## config.mk

```make
export PLATFORM = sky130hd
export DESIGN_NAME = fifo_burst_reader
export DESIGN_NICKNAME = d
export VERILOG_FILES = /design/src/rtl/fifo_burst_reader.sv
export SDC_FILE = /design/constraint.sdc
export NUM_CORES = 1
export LEC_CHECK = 0
export ABC_CLOCK_PERIOD_IN_PS = 2350
export CAP_MARGIN = 5
export CORE_ASPECT_RATIO = 1.1
export CORE_MARGIN = 2
export CORE_UTILIZATION = 45
export DETAILED_ROUTE_END_ITERATION = 7
export PLACE_DENSITY = 0.78
export SLEW_MARGIN = 20
export SYNTH_ARGS = -nofsm -noshare
export SYNTH_HDL_FRONTEND = slang
export SYNTH_SLANG_ARGS = --single-unit
```

## constraint.sdc

```tcl
create_clock -name clk -period 2.35 [get_ports clk]
set_input_delay 0.47 -clock clk [delete_from_list [all_inputs] [get_ports clk]]
set_output_delay 0.47 -clock clk [all_outputs]
set_load 0.01 [all_outputs]
```

## src/rtl/fifo_burst_reader.sv

```systemverilog
// ---------------------------------------------------------------------------
// fifo_burst_reader
// Read-side controller for the single-clock register-array FIFO. Watches FIFO
// occupancy and drains words in fixed-length bursts onto a valid/ready stream
// with first/last markers. It is the only agent driving the FIFO read enable.
// Partial bursts are released by flush or, optionally, by an idle timeout.
//
// Optional feature macro: FIFO_RD_TIMEOUT_EN
//   defined   : idle-timeout counter compiled in; a partial occupancy held for
//               TIMEOUT_CYCLES idle cycles starts a burst exactly like flush.
//   undefined : no timeout logic; partial occupancy waits for flush.
//
// Ports:
//   clk          clock, rising edge
//   reset        asynchronous, active-high reset
//   fifo_data    FIFO head word (first-word-fall-through)
//   fifo_empty   FIFO empty flag
//   fifo_depth   FIFO occupancy, 0..2**ADDR_WIDTH
//   fifo_ren     FIFO read enable (combinational)
//   flush        level; while high a partial burst may start
//   m_data       output word (registered)
//   m_valid      m_data is valid
//   m_ready      downstream accepts the word
//   m_first      m_data is the first word of a burst
//   m_last       m_data is the last word of a burst
//   busy         controller is in a burst
//   burst_count  bursts fully read from the FIFO, wraps modulo 2**16
// ---------------------------------------------------------------------------
module fifo_burst_reader #(
    parameter int unsigned DATA_WIDTH     = 16,
    parameter int unsigned ADDR_WIDTH     = 4,
    parameter int unsigned BURST_LEN      = 4,
    parameter int unsigned TIMEOUT_CYCLES = 8
) (
    input  logic                  clk,
    input  logic                  reset,
    input  logic [DATA_WIDTH-1:0] fifo_data,
    input  logic                  fifo_empty,
    input  logic [ADDR_WIDTH:0]   fifo_depth,
    output logic                  fifo_ren,
    input  logic                  flush,
    output logic [DATA_WIDTH-1:0] m_data,
    output logic                  m_valid,
    input  logic                  m_ready,
    output logic                  m_first,
    output logic                  m_last,
    output logic                  busy,
    output logic [15:0]           burst_count
);

    localparam int unsigned CNT_W   = $clog2(BURST_LEN) + 1;
    localparam int unsigned DEPTH_W = ADDR_WIDTH + 1;
    localparam int unsigned BCNT_W  = 16;
    localparam logic [DEPTH_W-1:0] BURST_DEPTH = DEPTH_W'(BURST_LEN);

    typedef enum logic {
        ST_IDLE  = 1'b0,
        ST_BURST = 1'b1
    } state_e;

    state_e                  state_q, state_d;
    logic [CNT_W-1:0]        len_q, len_d;
    logic [CNT_W-1:0]        idx_q, idx_d;
    logic [DATA_WIDTH-1:0]   m_data_q, m_data_d;
    logic                    m_valid_q, m_valid_d;
    logic                    m_first_q, m_first_d;
    logic                    m_last_q, m_last_d;
    logic [BCNT_W-1:0]       burst_count_q, burst_count_d;

    logic full_c;
    logic partial_c;
    logic timeout_c;
    logic start_c;
    logic last_rd_c;

    // Burst start qualification; a full burst takes priority over flush/timeout.
    always_comb begin
        full_c    = (fifo_depth >= BURST_DEPTH);
        partial_c = (fifo_depth != '0) && !full_c;
        start_c   = (state_q == ST_IDLE) &&
                    (full_c || (partial_c && (flush || timeout_c)));
    end

`ifdef FIFO_RD_TIMEOUT_EN
    localparam int unsigned TMO_W = $clog2(TIMEOUT_CYCLES + 1);
    localparam logic [TMO_W-1:0] TMO_MAX = TMO_W'(TIMEOUT_CYCLES);

    logic [TMO_W-1:0] tmo_q, tmo_d;

    // Counts consecutive idle cycles holding a partial burst; saturates at max.
    always_comb begin
        tmo_d = '0;
        if ((state_q == ST_IDLE) && partial_c && !start_c) begin
            tmo_d = (tmo_q == TMO_MAX) ? tmo_q : tmo_q + TMO_W'(1);
        end
    end

    assign timeout_c = (tmo_q == TMO_MAX);

    always_ff @(posedge clk or posedge reset) begin
        if (reset) begin
            tmo_q <= '0;
        end else begin
            tmo_q <= tmo_d;
        end
    end
`else
    logic [31:0] unused_timeout;

    assign timeout_c      = 1'b0;
    assign unused_timeout = 32'(TIMEOUT_CYCLES);
`endif

    // FSM state register.
    always_ff @(posedge clk or posedge reset) begin
        if (reset) begin
            state_q <= ST_IDLE;
        end else begin
            state_q <= state_d;
        end
    end

    // FSM next state: leave the burst on the read of its final word.
    always_comb begin
        state_d = state_q;
        case (state_q)
            ST_IDLE:  if (start_c)   state_d = ST_BURST;
            ST_BURST: if (last_rd_c) state_d = ST_IDLE;
            default:  state_d = ST_IDLE;
        endcase
    end

    // FSM outputs: read only when a word is owed and the output slot frees up.
    always_comb begin
        busy     = 1'b0;
        fifo_ren = 1'b0;
        busy     = (state_q == ST_BURST);
        fifo_ren = busy && !fifo_empty && (idx_q < len_q) &&
                   (!m_valid_q || m_ready);
    end

    assign last_rd_c = fifo_ren && (idx_q == len_q - CNT_W'(1));

    // Burst counters, output stage and completed-burst counter.
    always_comb begin
        len_d         = len_q;
        idx_d         = idx_q;
        m_data_d      = m_data_q;
        m_valid_d     = m_valid_q;
        m_first_d     = m_first_q;
        m_last_d      = m_last_q;
        burst_count_d = burst_count_q;

        if (start_c) begin
            // Partial depth is below BURST_LEN, so it fits the counter width.
            len_d = full_c ? CNT_W'(BURST_LEN) : CNT_W'(fifo_depth);
            idx_d = '0;
        end

        if (fifo_ren) begin
            m_data_d  = fifo_data;
            m_valid_d = 1'b1;
            m_first_d = (idx_q == '0);
            m_last_d  = (idx_q == len_q - CNT_W'(1));
            idx_d     = idx_q + CNT_W'(1);
        end else if (m_valid_q && m_ready) begin
            m_valid_d = 1'b0;
            m_first_d = 1'b0;
            m_last_d  = 1'b0;
        end

        if (last_rd_c) begin
            burst_count_d = burst_count_q + BCNT_W'(1);
        end
    end

    // Datapath registers.
    always_ff @(posedge clk or posedge reset) begin
        if (reset) begin
            len_q         <= '0;
            idx_q         <= '0;
            m_data_q      <= '0;
            m_valid_q     <= 1'b0;
            m_first_q     <= 1'b0;
            m_last_q      <= 1'b0;
            burst_count_q <= '0;
        end else begin
            len_q         <= len_d;
            idx_q         <= idx_d;
            m_data_q      <= m_data_d;
            m_valid_q     <= m_valid_d;
            m_first_q     <= m_first_d;
            m_last_q      <= m_last_d;
            burst_count_q <= burst_count_d;
        end
    end

    assign m_data      = m_data_q;
    assign m_valid     = m_valid_q;
    assign m_first     = m_first_q;
    assign m_last      = m_last_q;
    assign burst_count = burst_count_q;

endmodule
```

# --- After elaboration in Yosys (flattened, before gate mapping) ---
# Index checks and enable logic that the tools add are counted.
totals:
  output_inout_bits: 37
  regBits: 42
  wordCells: 42
classes:
  mux: 10
  addsub: 3
  eq_ne: 1
  bitwise_logic: 1
  order_cmp: 2
  reduce_logical: 17
ops:
  columns: ["operator", "n"]
  rows:
  - ["16-bit by 1-bit adder with 16-bit output (second input constant)", 1]
  - ["3-bit two-way mux", 3]
  - ["1-bit logical AND", 8]
  - ["1-bit two-way mux", 6]
  - ["5-bit by 3-bit >= comparator with 1-bit output (second input constant)", 1]
  - ["5-bit nonzero test", 1]
  - ["2-bit nonzero test", 2]
  - ["3-bit by 1-bit adder with 3-bit output (second input constant)", 1]
  - ["3-bit equality test", 1]
  - ["1-bit zero test", 3]
  - ["3-bit zero test", 1]
  - ["3-bit less-than comparator", 1]
  - ["3-bit by 1-bit subtractor with 3-bit output (second input constant)", 1]
  - ["1-bit logical OR", 2]
  - ["1-bit case mux with 2 select lines", 1]
  - ["1-bit NOT", 1]

# --- Longest topological paths before layout ---
depth:
  word_depth: 8
  mapped_depth: 9
  mapped_depth_nobuf: 7

# --- Worst setup path after synthesis ---
# OpenSTA, ideal clock, no wires.
synth_path:
  path_kind: "flip-flop to output port"
  from: "register idx_q[1]"
  to: "output port fifo_ren"
  required_ns: 1.880
  arrival_ns: 1.600
  stages_incl_launch_ff: 7
  path_buffers: 2
  path_slack_ns: 0.280
  cell_sequence: "dfrtp_1 ha_1 nor2b_1 o21ai_1 and2_1 buf_2 buf_2"
synth_between:
  elab_chain_cells: 3
synth_lines:
  columns: ["element", "line", "source"]
  rows:
  - ["start: declaration", "63", "logic [CNT_W-1:0] idx_q, idx_d;"]
  - ["start signal: assignment", "189", "idx_q <= idx_d;"]
  - ["3-bit less-than comparator", "138", "fifo_ren = busy && !fifo_empty && (idx_q < len_q) &&"]
  - ["1-bit logical AND (2 in a row)", "138", null]
  - ["end: declaration", "40", "output logic fifo_ren,"]
# No other way between the ends.

# --- Worst setup path in the final report ---
layout_path:
  from: "register idx_q[2]"
  to: "output port fifo_ren"
# The elaborated chain is that of the path after synthesis.

==> flow_summary_export.csv <==
group,metric,value,unit
synthesis,syn_inst,161,
cells_and_area,drive_above_1_share,0.1186,
synthesis,ys_seq_area_frac,0.5354,
die,num_rows,25,
detailed_routing,met1Wirelength,1776,µm
cells_and_area,num_antenna_cells,0,
timing,fin_tns_setup,0,ps
pwr,power.leakage,1.266,nW
clocking,clkSinkCount,42,
detailed_routing,routed.top_layer,"met4",
synthesis,yosysTopAreaCell,"dfrtp_1",
worst_setup_path,timing.rr.end,"burst_count[1]",
die,start_util,0.4615,
cells_and_area,post-route-util,0.6603,
pwr,p_per_area,1068,nW/µm²
clocking,clock_latency,300,ps
placed_design,place_ws,-78.90,ps
placed_design,detailed_place_hpwl,2884,µm
clocking,clk_pin_slew_worst_paths,90,ps
timing,fin_crit,2179,ps
worst_setup_path,cp_max_fo,4,
timing,fin_ws,170.6,ps
flow_run,max_cap_violations,0,
synthesis,async_flop_share,1.000,
detailed_routing,route.antenna.remaining_nets,0,
worst_setup_path,critPathLaunch,"idx_q[2]",
timing,fin_skew,9.755,ps
min_path,worstHoldPathType,"reg2reg",
pwr,max-vdd-ir-drop,0.9092,mV
worst_setup_path,r2r_slack,280,ps
timing,hold_violations,0,
clocking,cts.path.max_buffers,2,
synthesis,synth_edf_count,0,
synthesis,syn_avg_cell_area,12.19,µm²
detailed_routing,vias_per_cell,5.055,
detailed_routing,dr.pass1.iters,4,
cells_and_area,area_growth,43.08,%
grt,antenna_found_initial,0,
worst_setup_path,r2r_cells,7,
worst_setup_path,r2r_start,"len_q[0]",
timing,fmax,458.8,MHz
synthesis,synth.most_common_cell,"dfrtp_1",
run_status,status,"finished clean",
die,coreArea,4254,µm²
worst_setup_path,arrival,1710,ps
synthesis,ys_ff_latch,42,
placed_design,post_dp_cell_area,2696,µm²
worst_setup_path,path_class,"reg2out",
timing,whs,477.1,ps
worst_setup_path,path_depth,5,
clocking,htree_levels,2,
grt,grt_max_degree,43,
synthesis,synth_cell_types,36,
timing,setup_viol,0,
synthesis,synth_nets,194,
die,die_area,4908,µm²
grt,grt_usage,0.1753,
timing,worst_slew_pin_slew,516.2,ps
cells_and_area,fin_nets,268,
synthesis,syn_area,1963,µm²
timing,period_share,0.9274,
cells_and_area,stdcell_count,290,
synthesis,synthDominantCellAreaShare,0.5354,
worst_setup_path,required,1880,ps
clocking,ctsHoldBuffers,0,
die,io_pins,63,
detailed_routing,met2WireLength,1865,µm
detailed_routing,drtIter0Drc,97,
worst_setup_path,crit_path_start_kind,"register",
detailed_routing,finalWirelength,3964,µm
die,die_w,66.98,µm
placed_design,placedCellCount,282,
worst_setup_path,worstSetupEndpointType,"primary output",
detailed_routing,drt_drc_violations_left,0,
placed_design,globalplace.congestion,0.7882,
clocking,clockRootBuffer,"clkbuf_8",
grt,gr-total-overflow,0,
grt,first_global_vias,1456,
worst_setup_path,crit_slowest_cell,"dfrtp_1",
worst_setup_path,max_stage_delay,430,ps
synthesis,synth_common_cells,"dfrtp_1 (42), mux2_1 (17), xor2_1 (13)",
synthesis,synth_warnings,0,
synthesis,synth_flop_cell,"dfrtp_1",
timing,rsz0062_at_grt,"no",
timing,slew_headroom,0.6559,
grt,grt_pass1_wl,6458,µm
pwr,finalPower,3.000,mW
worst_setup_path,crit_chain,"ha_1 -> nor2_1 -> and3_1 -> and2_1 -> dlygate4sd2_1",
clocking,cts_buffers,5,
worst_setup_path,crit_buf_inv,1,
detailed_routing,via_count,1466,
timing,timing.final.max_slew_violations,0,
worst_setup_path,crit_path_end,"fifo_ren",
detailed_routing,wire_per_inst,13.67,µm
detailed_routing,wl_met3,252,µm
die,chipHeight,73.28,µm
clocking,tritoncts,"yes",
placed_design,portBuffers,62,
synthesis,synthTopCellsByArea,"dfrtp_1 (54%), mux2_1 (9.8%), xor2_1 (5.8%), ha_1 (4.5%), nand2_1 (2.1%)",
cells_and_area,design_area,2809,µm²
worst_setup_path,crit_family,"simple AND/OR/NAND/NOR gates",
-- layer usage --
| metal | vias up | global-route usage |
|---|---|---|
| met3 | 6 | 0.04288 |
| met5 | - | 0 |
| met4 | 0 | 0.07710 |
| met2 | 47 | 0.2933 |
| li1 | 703 | - |
| met1 | 710 | 0.2148 |
-- worst min-delay path by stage --
stage | start | endpoint | slack (ps) | cells after the start
floorplan | len_q[1] | len_q[1] | 490 | 2
global placement | burst_count[15] | burst_count[15] | 460 | 1
detailed placement | burst_count[15] | burst_count[15] | 470 | 1
CTS | burst_count[15] | burst_count[15] | 480 | 1
global route | burst_count[15] | burst_count[15] | 500 | 1
finish | burst_count[15] | burst_count[15] | 480 | 1
-- cell usage in the layout, fill, tap and decap left out, types with 2 or more instances in the layout --
master	instances
ha_1	7
o21ai_1	2
nor3_1	2
nand2_1	11
a21oi_1	5
nand3_1	7
and3_1	3
clkdlybuf4s50_1	61
a22o_1	2
xnor2_1	3
nor4_2	2
o21ai_0	3
mux2_1	17
nor3_2	4
dfrtp_1	42
inv_1	8
clkbuf_8	5
o22ai_1	2
xor2_1	13
buf_4	10
clkinvlp_4	2
nor2_1	5
nor4_1	2
nand4_1	2
-- timing repair --
item / 4_1_cts / 5_1_grt
setup endpoints to repair: 1 / 0
gates resized for setup: 1 / 0
buffers inserted: 0 / 0
hold endpoints to repair: 0 / 0
-- logic make-up (layout without fill, tap and decap cells) --
group           count (synthesis)  after routing  synth area share
buf+inv                        14             89           0.03250
compound gates                 16             16           0.04971
simple gates                   46             46            0.1460
flops                          42             42            0.5354
mux                            19             19            0.1083
xor+xnor                       17             17           0.08349
fa+ha+maj                       7              7           0.04461
-- where the power goes --
| group | leakage, nW | switching (mW) | internal (mW) |
|---|---|---|---|
| combinational | 0.686 | 0.583 | 0.765 |
| sequential | 0.530 | 0.130 | 0.953 |
| clock | 0.0504 | 0.253 | 0.316 |
-- layout make-up --
class | count | area, µm²
Multi-Input combinational cell | 105 | 848.3
Clock inverter | 3 | 45.04
Fill cell | 339 | 1445
Timing Repair Buffer | 72 | 694.4
Inverter | 9 | 33.78
Clock buffer | 5 | 68.82
Sequential cell | 42 | 1051
Tap cell | 54 | 67.56
-- flip-flops by register name, indices dropped and copies added, names as in the netlist --
signal,count
burst_count,16
len_q,3
m_last,1
idx_q,3
busy,1
m_first,1
m_valid,1
m_data,16
Power figures use the tool's default switching activity.
